<file path="config.mk">
export PLATFORM = sky130hd
export DESIGN_NAME = fp_mult_host
export DESIGN_NICKNAME = d
export VERILOG_FILES = /design/src/rtl/fp_link_pkg.sv /design/src/rtl/fp_mult_host.sv
export SDC_FILE = /design/constraint.sdc
export NUM_CORES = 1
export LEC_CHECK = 0
export ABC_AREA = 1
export CORE_MARGIN = 4
export CORE_UTILIZATION = 50
export DETAILED_ROUTE_END_ITERATION = 7
export PLACE_DENSITY = 0.87
export SYNTH_ARGS = -nofsm -noshare
export SYNTH_HDL_FRONTEND = slang
export SYNTH_SLANG_ARGS = --single-unit
</file>
<file path="constraint.sdc">
create_clock -name CLK -period 1.85 [get_ports CLK]
set_clock_uncertainty 0.1 [all_clocks]
set_input_delay 0.37 -clock CLK [delete_from_list [all_inputs] [get_ports CLK]]
set_output_delay 0.37 -clock CLK [all_outputs]
set_load 0.01 [all_outputs]
</file>
<file path="src/rtl/fp_link_pkg.sv">
// Shared definitions for the byte-serial floating-point multiplier link:
// host FSM state encoding and the link framing constants.
package fp_link_pkg;

    localparam int BYTE_W    = 8;
    localparam int OP_BYTES  = 16;
    localparam int RES_BYTES = 8;

    typedef enum logic [2:0] {
        ST_IDLE = 3'd0,
        ST_SEND = 3'd1,
        ST_WAIT = 3'd2,
        ST_RECV = 3'd3,
        ST_HOLD = 3'd4,
        ST_GAP  = 3'd5
    } state_t;

endpackage

</file>
<file path="src/rtl/fp_mult_host.sv">
// Host adapter: serialises an operand pair to the byte-wide multiplier and
// reassembles its 8-byte product. Define FP_HOST_TIMEOUT_EN for the WAIT watchdog.
module fp_mult_host
    import fp_link_pkg::*;
#(
    parameter int GAP_CYCLES     = 2,
    parameter int TIMEOUT_CYCLES = 255
) (
    input  logic              CLK,
    input  logic              RESET,
    input  logic              op_valid,
    output logic              op_ready,
    input  logic [63:0]       op_a,
    input  logic [63:0]       op_b,
    output logic              res_valid,
    input  logic              res_ready,
    output logic [63:0]       res_data,
    output logic              mul_enable,
    output logic [BYTE_W-1:0] mul_din,
    input  logic              mul_rdy,
    input  logic [BYTE_W-1:0] mul_dout,
    output logic              err,
    output state_t            dbg_state
);

    // Handshakes: a transfer happens on a rising CLK edge where valid and
    // ready are both 1; valid, once raised, holds its payload until that edge.

    localparam logic [3:0] SEND_LAST = 4'(OP_BYTES - 1);
    localparam logic [3:0] RECV_LAST = 4'(RES_BYTES - 1);
    localparam logic [7:0] GAP_LAST  = (GAP_CYCLES > 0) ? 8'(GAP_CYCLES - 1) : 8'd0;

    state_t                     state_q;
    logic [OP_BYTES*BYTE_W-1:0] sh_q;
    logic [63:0]                res_q;
    logic [3:0]                 cnt_q;
    logic [7:0]                 gap_q;
    logic                       mul_en_q;
    logic [BYTE_W-1:0]          mul_din_q;
    logic                       res_valid_q;
    logic                       err_q;

`ifdef FP_HOST_TIMEOUT_EN
    localparam logic [7:0] WD_LAST = 8'(TIMEOUT_CYCLES - 1);
    logic [7:0] wd_q;
`endif

    always_ff @(posedge CLK) begin
        if (RESET) begin
            state_q     <= ST_IDLE;
            sh_q        <= '0;
            res_q       <= '0;
            cnt_q       <= '0;
            gap_q       <= '0;
            mul_en_q    <= 1'b0;
            mul_din_q   <= '0;
            res_valid_q <= 1'b0;
            err_q       <= 1'b0;
`ifdef FP_HOST_TIMEOUT_EN
            wd_q        <= '0;
`endif
        end else begin
            err_q <= 1'b0;
            case (state_q)
                ST_IDLE: begin
                    if (op_valid) begin
                        // Byte 0 goes straight to mul_din; the rest wait in the shifter.
                        mul_din_q <= op_a[BYTE_W-1:0];
                        sh_q      <= {BYTE_W'(0), op_b, op_a[63:BYTE_W]};
                        mul_en_q  <= 1'b1;
                        cnt_q     <= '0;
                        state_q   <= ST_SEND;
                    end
                end
                ST_SEND: begin
                    if (cnt_q == SEND_LAST) begin
                        mul_en_q  <= 1'b0;
                        mul_din_q <= '0;
                        cnt_q     <= '0;
                        state_q   <= ST_WAIT;
`ifdef FP_HOST_TIMEOUT_EN
                        wd_q      <= '0;
`endif
                    end else begin
                        mul_din_q <= sh_q[BYTE_W-1:0];
                        sh_q      <= sh_q >> BYTE_W;
                        cnt_q     <= cnt_q + 4'd1;
                    end
                end
                ST_WAIT, ST_RECV: begin
                    if (mul_rdy) begin
                        res_q <= {mul_dout, res_q[63:BYTE_W]};
                        if (cnt_q == RECV_LAST) begin
                            cnt_q       <= '0;
                            res_valid_q <= 1'b1;
                            state_q     <= ST_HOLD;
                        end else begin
                            cnt_q   <= cnt_q + 4'd1;
                            state_q <= ST_RECV;
                        end
                    end
`ifdef FP_HOST_TIMEOUT_EN
                    else if (state_q == ST_WAIT) begin
                        if (wd_q == WD_LAST) begin
                            err_q   <= 1'b1;
                            gap_q   <= '0;
                            state_q <= ST_GAP;
                        end else begin
                            wd_q <= wd_q + 8'd1;
                        end
                    end
`endif
                end
                ST_HOLD: begin
                    if (res_ready) begin
                        res_valid_q <= 1'b0;
                        gap_q       <= '0;
                        state_q     <= (GAP_CYCLES > 0) ? ST_GAP : ST_IDLE;
                    end
                end
                ST_GAP: begin
                    if (gap_q == GAP_LAST) begin
                        state_q <= ST_IDLE;
                    end else begin
                        gap_q <= gap_q + 8'd1;
                    end
                end
                default: state_q <= ST_IDLE;
            endcase
        end
    end

    assign op_ready   = (state_q == ST_IDLE);
    assign res_valid  = res_valid_q;
    assign res_data   = res_q;
    assign mul_enable = mul_en_q;
    assign mul_din    = mul_din_q;
    assign err        = err_q;
    assign dbg_state  = state_q;

endmodule

</file>
# Word-level counts from Yosys, hierarchy flattened
# Cells that the tools add are included.
# op_classes
eq_ne,16
reduce_logical,14
mux,28
addsub,2
# op_table
cell,count
128-bit 2-to-1 mux,2
128-bit case mux with 2 select lines,1
8-bit 2-to-1 mux,4
8-bit case mux with 2 select lines,2
3-bit 2-to-1 mux,6
4-bit 2-to-1 mux,4
"2-bit != test, second input constant",8
3-bit case mux with 5 select lines,1
4-bit case mux with 3 select lines,1
3-bit AND reduction,4
"8-bit by 1-bit adder with 8-bit output, second input constant",1
"8-bit by 1-bit equality test with 1-bit output, second input constant",1
"3-bit by 2-bit equality test with 1-bit output, second input constant",2
"3-bit equality test, second input constant",2
2-bit nonzero test,3
1-bit 2-to-1 mux,5
5-bit AND reduction,1
"4-bit by 1-bit adder with 4-bit output, second input constant",1
"4-bit by 3-bit equality test with 1-bit output, second input constant",1
"4-bit equality test, second input constant",1
1-bit case mux with 2 select lines,2
2-bit AND reduction,2
4-bit AND reduction,1
"3-bit by 1-bit equality test with 1-bit output, second input constant",1
3 further kinds,3
# word_totals
out_inout_bits,79
ff_bits,217

# Depth between registers and ports, before layout
# Gate-level depths: netlist of run 1.
# depth
word_depth,4
ltp_mapped,10
mapped_depth_nobuf,10

# Worst setup path after synthesis of run 1
# No wires, ideal clock.
# synth_timing
kind,reg-to-reg
startpoint,register cnt_q[0]
endpoint,register sh_q[52]
setup_time_ns,0.116
n_path_buf,2
stages_incl_launch_ff,10
required_time_ns,1.634
path_slack_ns,0.174
arrival_ns,1.460
path_cell_list,dfxtp_1 ha_1 nand2_1 nor2_1 nor2_4 o21ai_2 buf_4 buf_4 o21ai_0 nor2_1
# synth_between
elab_chain_len,3
# synth_rtl
element,line_no,rtl
"start, declared",fp_mult_host.sv:36,logic [3:0] cnt_q;
"start signal, assigned",fp_mult_host.sv:87,cnt_q <= cnt_q + 4'd1;
"start signal, assigned",fp_mult_host.sv:98,cnt_q <= cnt_q + 4'd1;
4-bit equality test,fp_mult_host.sv:76,if (cnt_q == SEND_LAST) begin
2-bit != test (no line),n/a,
3-bit AND reduction (no line),n/a,
"end signal, assigned",fp_mult_host.sv:69,"sh_q <= {BYTE_W'(0), op_b, op_a[63:BYTE_W]};"
"end signal, assigned",fp_mult_host.sv:86,sh_q <= sh_q >> BYTE_W;
"end, declared",fp_mult_host.sv:34,logic [OP_BYTES*BYTE_W-1:0] sh_q;
# Every way passes these cells.
# A chain may end at the register's enable or synchronous reset.

# Worst setup path in the final report of run 1
# layout_timing
startpoint,register state_q[1] (netlist: dbg_state[1])
endpoint,register sh_q[84]
# layout_between
elab_chain_len,3
elab_cells_between_ends,7
cone_classes,eq/ne (3); mux (1); reduce/logical (3)
# layout_rtl
element,line_no,rtl
"start, declared",fp_mult_host.sv:33,state_t state_q;
"start signal, assigned",fp_mult_host.sv:118,state_q <= (GAP_CYCLES > 0) ? ST_GAP : ST_IDLE;
3-bit by 1-bit equality test with 1-bit output or 3-bit logical NOT (tied branches),fp_mult_host.sv:64,case (state_q)
2-bit != test (no line) or 2-bit nonzero test (tied branches),n/a,
3-bit AND reduction (no line),n/a,
# Several ways; a longest one is shown, not always the timed one.

==> impl_metrics.yaml, run 1 <==
outcome:
  status: "complete, no violations"
routing:
  route.met2.wl_mm: 12.6
  length_of_routed_wiring_on_met1_mm: 10.7
  detailed_route_via_count: 9427
  wire_per_inst_um: 14.3
  detailedRoute.firstIterationViolations: 685
  drtPass1Iterations: 5
  overall_routed_net_length_mm: 26.1
  highest_layer: "met4"
  route.detailed.vias_per_inst: 5.15
  postRouteAntennaNets: 0
  dr_wl_met3_mm: 2.11
  route.detailed.drc: 0
logic_synthesis:
  number_of_cells_produced_by_synthesis: 1381
  ys_seq_elements: 209
  synth-seq-area-share_pct: 46.2
  synth_compound_gate_area_share_pct: 12.3
  yosys_warnings: 0
  synthMuxAreaShare_pct: 0
  combinational_family_with_the_most_area_after_synthesis: "simple AND/OR/NAND/NOR gates"
  synth-xor-area-share_pct: 0
  synth.net_count: 1525
  post_synth_and_or_nand_nor_area_fraction_pct: 35.0
  yosys.area_share.adder_pct: 0.414
  post_synth_instance_area_um2: 9060
  syn-mean-instance-area_um2: 6.56
  synth.lib_cells_used.distinct: 23
power:
  power_switching_w: 0.00705
  power.combinational.fraction_pct: 44.2
  power_density_nw_per_um2: 1490
  int_power_w: 0.0116
  share_of_total_power_consumed_by_net_switching_pct: 37.7
  peakVddDrop_v: 0.000977
  p_clk_share_pct: 22.3
  pwr-share-seq_pct: 33.5
  total_leakage_power_nw: 5.88
sta:
  finalCritPeriodShare_pct: 98.8
  timing.final.hold_violations: 0
  finalWorstSetupSlack_ns: 0.0225
  worst_hold_slack_after_final_layout_ns: 0.149
  min_period_ns: 1.83
  achievable-frequency_mhz: 547
  final_report_max_slew_violation_count: 0
  setup_viol: 0
critical_path:
  worst_reg2reg_endpoint: "sh_q[84]"
  worst_r2r_path_depth: 12
  timing.critical_path.to_type: "flop"
  cp_data_arrival_time_ns: 2.16
  timing.critical_path.required_ns: 2.18
  rrSetupSlack_ns: 0.02
  reg2reg_from: "dbg_state[1]"
  crit_path_from: "dbg_state[1]"
  critPathKind: "reg2reg"
  worst-path-max-fanout: 5
  crit_path_end: "sh_q[84]"
  start_kind: "flop"
die:
  initial_utilization_pct: 51.6
  row_count: 48
  placeableCoreArea_um2: 17500
  design.portCount: 220
  fp.dieArea_um2: 20300
  die_w_um: 143
  fp.dieH_um: 143
cts:
  clkSlewWorstSetupHoldPaths_ns: 0.06
  clkLatencyLatePin_ns: 0.49
  clockRootBuffer: "clkbuf_16"
  cts_num_sinks: 209
  cts-buffers-inserted: 23
  clock_buffer_depth: 3
  cts_tree: "built"
  cts_htree_levels: 1
global_routing:
  pin_count_of_the_biggest_net_entering_global_routing: 113
  groute.usage.overall_pct: 22.8
  grt_pass1_wl_mm: 39.2
  grt_overflow_total: 0
  number_of_global_route_vias_before_repair: 8463
  grt_antenna_before_repair: 0
finish:
  flow.area_growth_from_synthesis_pct: 38.3
  final_layout_size_suffix_gt1_share_pct: 7.09
  final_cell_area_um2: 12500
  layout_common_cells: "nand2_1 (551), nor2_1 (244), dfxtp_1 (206), clkdlybuf4s50_1 (140), o21ai_0 (83)"
  commonest_non_fill_non_tap_cell_in_the_layout: "nand2_1"
  n_antenna_cell: 0
  layout.nets: 1740
place:
  place_hpwl_mm: 17.0
  dpl-instance-area_um2: 11600
  globalplace.congestion: 0.879
  io_buffer_count: 218
  pre_cts_setup_slack_ns: -0.179
hold_path:
  hp-class: "in2reg"
  timing.hold.worst_path_depth: 4
flow_run:
  cap_violations: 0
==> through the flow <==
stage / std cells / total power [W] / setup TNS, ns / util, %
2_1_floorplan: 1381 / 0.0110 / 0 / -
3_3_place_gp: 1781 / 0.0132 / -5.03 / 66.1
3_5_place_dp: 1781 / 0.0134 / -11.06 / 66.1
4_1_cts: 1817 / 0.0175 / -0.00199 / 69.5
5_1_grt: 1832 / 0.0200 / -0.0668 / 71.4
6_report: 1832 / 0.0187 / 0 / 71.4
==> timing repair <==
item | CTS | global route
hold buffers | 0 | 0
pin swaps | 0 | 8
cloned | 0 | 9
setup buffers | 0 | 6
endpoints found under the setup margin | 74 | 171
resized for setup | 74 | 41
==> final cells by class <==
class / count / area, um2
flip-flops and latches: 209 / 4190
fillers: 1386 / 5010
inverters: 32 / 123
clock inverters: 3 / 40.0
multi-input cells: 1052 / 4400
repair buffers: 278 / 2880
well taps: 225 / 282
clock buffers: 33 / 623
==> flip-flops by register name, indices dropped and copies added (netlist names) <==
signal and count:
sh_q 120, res_data 64, gap_q 8, mul_din 8, cnt_q 4, dbg_state 3
mul_enable 1, res_valid 1
==> synthesized netlist by cell type, drive strengths merged <==
| cell | count | share of area [%] |
|---|---|---|
| a211oi | 1 | 0.083 |
| o21ai | 128 | 7.2 |
| clkbuf | 31 | 1.3 |
| o211ai | 1 | 0.083 |
| inv | 32 | 1.3 |
| nand3 | 15 | 0.83 |
| ha | 3 | 0.41 |
| nor2 | 250 | 10 |
| buf | 57 | 3.5 |
| nand2 | 558 | 23 |
| a22oi | 1 | 0.083 |
| nand4 | 8 | 0.55 |
| a21oi | 79 | 4.4 |
| dfxtp | 209 | 46 |
| conb | 1 | 0.041 |
| a31oi | 7 | 0.48 |
==> power groups by stage <==
| stage | clock network, W | registers, W | logic (W) |
|---|---|---|---|
| after floorplan | 0 | 0.00621 | 0.00477 |
| after global placement | 0 | 0.00624 | 0.00691 |
| after detailed placement | 0 | 0.00630 | 0.00710 |
| after CTS | 0.00421 | 0.00622 | 0.00712 |
| after global routing | 0.00441 | 0.00638 | 0.00918 |
| final | 0.00417 | 0.00625 | 0.00826 |
==> worst max-delay path, cell delays in order (launching register included) <==
cell     delay (ns)
dfxtp_2        0.33
buf_4          0.15
inv_4          0.07
nand2_2        0.06
nor2_4         0.14
nand2_4        0.08
a21oi_4        0.22
buf_12         0.16
buf_6          0.09
buf_6          0.10
buf_4          0.12
nor2_1         0.04
nor2_1         0.10
==> kinds of logic (layout without fill, tap and decap cells) <==
kind of cell             Yosys count  in the layout
other                              1              1
AO/OA/AOI/OAI                    217            217
adder cells (fa/ha/maj)            3              3
buffers and inverters            120            346
AND/OR/NAND/NOR                  831            831
flip-flops                       209            209
==> worst min-delay path by stage <==
stage | to | start | slack, ns
after floorplan | gap_q[4] | gap_q[4] | 0.35
after global placement | res_valid | res_valid | 0.34
after detailed placement | res_valid | res_valid | 0.35
after CTS | dbg_state[0] | RESET | 0.14
after global routing | dbg_state[1] | RESET | 0.15
final | dbg_state[1] | RESET | 0.15
==> routing by layer <==
| layer | vias up | global-route usage [%] |
|---|---|---|
| li1 | 4749 | - |
| met1 | 4240 | 29.4 |
| met2 | 378 | 39.3 |
| met3 | 60 | 3.39 |
| met4 | 0 | 7.70 |
| met5 | - | 0 |
No activity file was read; power rests on OpenSTA's default activity.
==> run 2: changes to the inputs <==
- GPL_ROUTABILITY_DRIVEN: default -> 1
==> results of run 2 <==
The final DEF is identical to that of run 1; final timing and power are the same.
==> run 3: changes to the inputs <==
- CORE_MARGIN: 4 -> default
- PLACE_DENSITY: 0.87 -> 0.81
- SKIP_LAST_GASP: default -> 1
==> run 3 against run 2 <==
Effect of this change:
- clock power rose by 15%
- critical endpoint is now dbg_state[2]
- highest routed layer is now met5
- sequential power about the same
- first-iteration DRC count fell by 36%
- die area shrank 8.2%
- sequential cell count unchanged
==> impl_metrics.yaml, run 3 (synthesis gave the netlist of run 1 again) <==
die:
  placeableCoreArea_um2: 17500
  design.portCount: 220
  initial_utilization_pct: 51.8
  fp.dieArea_um2: 18700
  fp.dieH_um: 137
  die_w_um: 137
  row_count: 48
sta:
  timing.final.hold_violations: 0
  min_period_ns: 1.78
  setup_viol: 0
  achievable-frequency_mhz: 560
  finalCritPeriodShare_pct: 96.5
  final_report_max_slew_violation_count: 0
routing:
  route.detailed.vias_per_inst: 5.03
  route.detailed.drc: 0
  drtPass1Iterations: 5
  length_of_routed_wiring_on_met1_mm: 10.1
  detailedRoute.firstIterationViolations: 440
  postRouteAntennaNets: 0
  dr_wl_met3_mm: 1.64
  detailed_route_via_count: 9164
  wire_per_inst_um: 13.2
  route.met2.wl_mm: 11.7
  overall_routed_net_length_mm: 24.1
  highest_layer: "met5"
finish:
  layout.nets: 1729
  final_layout_size_suffix_gt1_share_pct: 7.07
  final_util_pct: 71.7
  commonest_non_fill_non_tap_cell_in_the_layout: "nand2_1"
  n_antenna_cell: 0
  flow.area_growth_from_synthesis_pct: 38.3
  layout_common_cells: "nand2_1 (553), nor2_1 (242), dfxtp_1 (206), clkdlybuf4s50_1 (139), o21ai_0 (86)"
  max_reg_flops: 120
  max_flop_register: "sh_q"
  final_cell_area_um2: 12500
place:
  place_hpwl_mm: 16.0
  io_buffer_count: 218
  dpl-instance-area_um2: 11600
  globalplace.congestion: 0.836
hold_path:
  hp-class: "in2reg"
global_routing:
  pin_count_of_the_biggest_net_entering_global_routing: 90
  grt_antenna_before_repair: 2
  groute.usage.overall_pct: 24.8
  grt_overflow_total: 0
  grt_pass1_wl_mm: 37.8
  number_of_global_route_vias_before_repair: 8157
power:
  share_of_total_power_consumed_by_net_switching_pct: 36.5
  fin_total_pwr_w: 0.0187
  power_switching_w: 0.00684
  peakVddDrop_v: 0.000781
  power.combinational.fraction_pct: 41.1
  int_power_w: 0.0119
  power_density_nw_per_um2: 1490
  pwr-share-seq_pct: 33.3
  total_leakage_power_nw: 5.87
  p_clk_share_pct: 25.6
cts:
  clkLatencyLatePin_ns: 0.49
  cts_htree_levels: 1
  hold_buffers: 0
  cts-buffers-inserted: 22
  cts_tree: "built"
  cts_num_sinks: 209
  clkSlewWorstSetupHoldPaths_ns: 0.06
  clockRootBuffer: "clkbuf_16"
  clock_buffer_depth: 3
flow_run:
  cap_violations: 0
critical_path:
  timing.critical_path.to_type: "primary output"
  cp_data_arrival_time_ns: 1.31
  timing.critical_path.required_ns: 1.38
  worst-path-max-fanout: 7
  start_kind: "flop"
  critPathKind: "reg2out"
outcome:
  status: "complete, no violations"
[run 3: cell count changes in the layout (fill, tap and decap cells not counted), sizes merged]
cell | before | now
dlymetal6s2s | 9 | 7
clkbuf | 39 | 34
bufinv | 1 | 4
clkinv | 2 | 3
clkdlybuf4s15 | 1 | 0
clkdlybuf4s50 | 140 | 139
buf | 56 | 48
dlygate4sd2 | 66 | 70
[run 3: area by class of cell]
class                           count  area (um2)
Timing Repair Buffer              268        2750
Inverter                           32         120
Sequential cell                   209        4190
Clock buffer                       30         662
Clock inverter                      7         135
Tap cell                          225         282
Fill cell                        1455        4950
Multi-Input combinational cell   1052        4390
[run 3: metrics by stage]
stage	hold WS, ns	instances	setup WS (ns)	TNS (ns)
4_1_cts	0.157	1817	-0.155	-0.155
5_1_grt	0.189	1823	-0.0280	-0.226
2_1_floorplan	0.354	1381	0.174	0
6_report	0.169	1823	0.0652	0
3_3_place_gp	0.342	1779	-0.0842	-5.09
3_5_place_dp	0.350	1779	-0.125	-8.01
[run 3: final timing paths]
path,start,slack (ns),cells after the start,end
worst max-delay path,dbg_state[2],0.07,2,dbg_state[2]
worst min-delay path,RESET,0.17,4,dbg_state[1]
worst max register to register,cnt_q[1],0.07,11,sh_q[90]
worst min register to register,res_valid,0.36,2,res_valid
[run 3: critical path, stage by stage, from the launching register on]
cell	delay, ns
dfxtp_1	0.36
buf_4	0.18
dlygate4sd2_1	0.29
[run 3: routing by layer]
layer	GRT usage [%]	vias to the layer above
met2	43.0	281
met3	4.44	48
met1	31.0	4103
met5	0	-
li1	-	4730
met4	8.15	2
[run 3: power groups by stage]
stage	sequential, W	combinational [W]	clock, W
floorplan	0.00621	0.00477	0
global placement	0.00626	0.00701	0
detailed placement	0.00630	0.00719	0
CTS	0.00621	0.00725	0.00487
global route	0.00635	0.00860	0.00507
finish	0.00624	0.00769	0.00479
[run 3: what timing repair did]
action                                  in CTS  in global routing
gates cloned                                 0                  3
setup buffers                                1                  3
endpoints found under the setup margin      72                103
pin swaps                                    1                  2
gates resized for setup                     71                 26
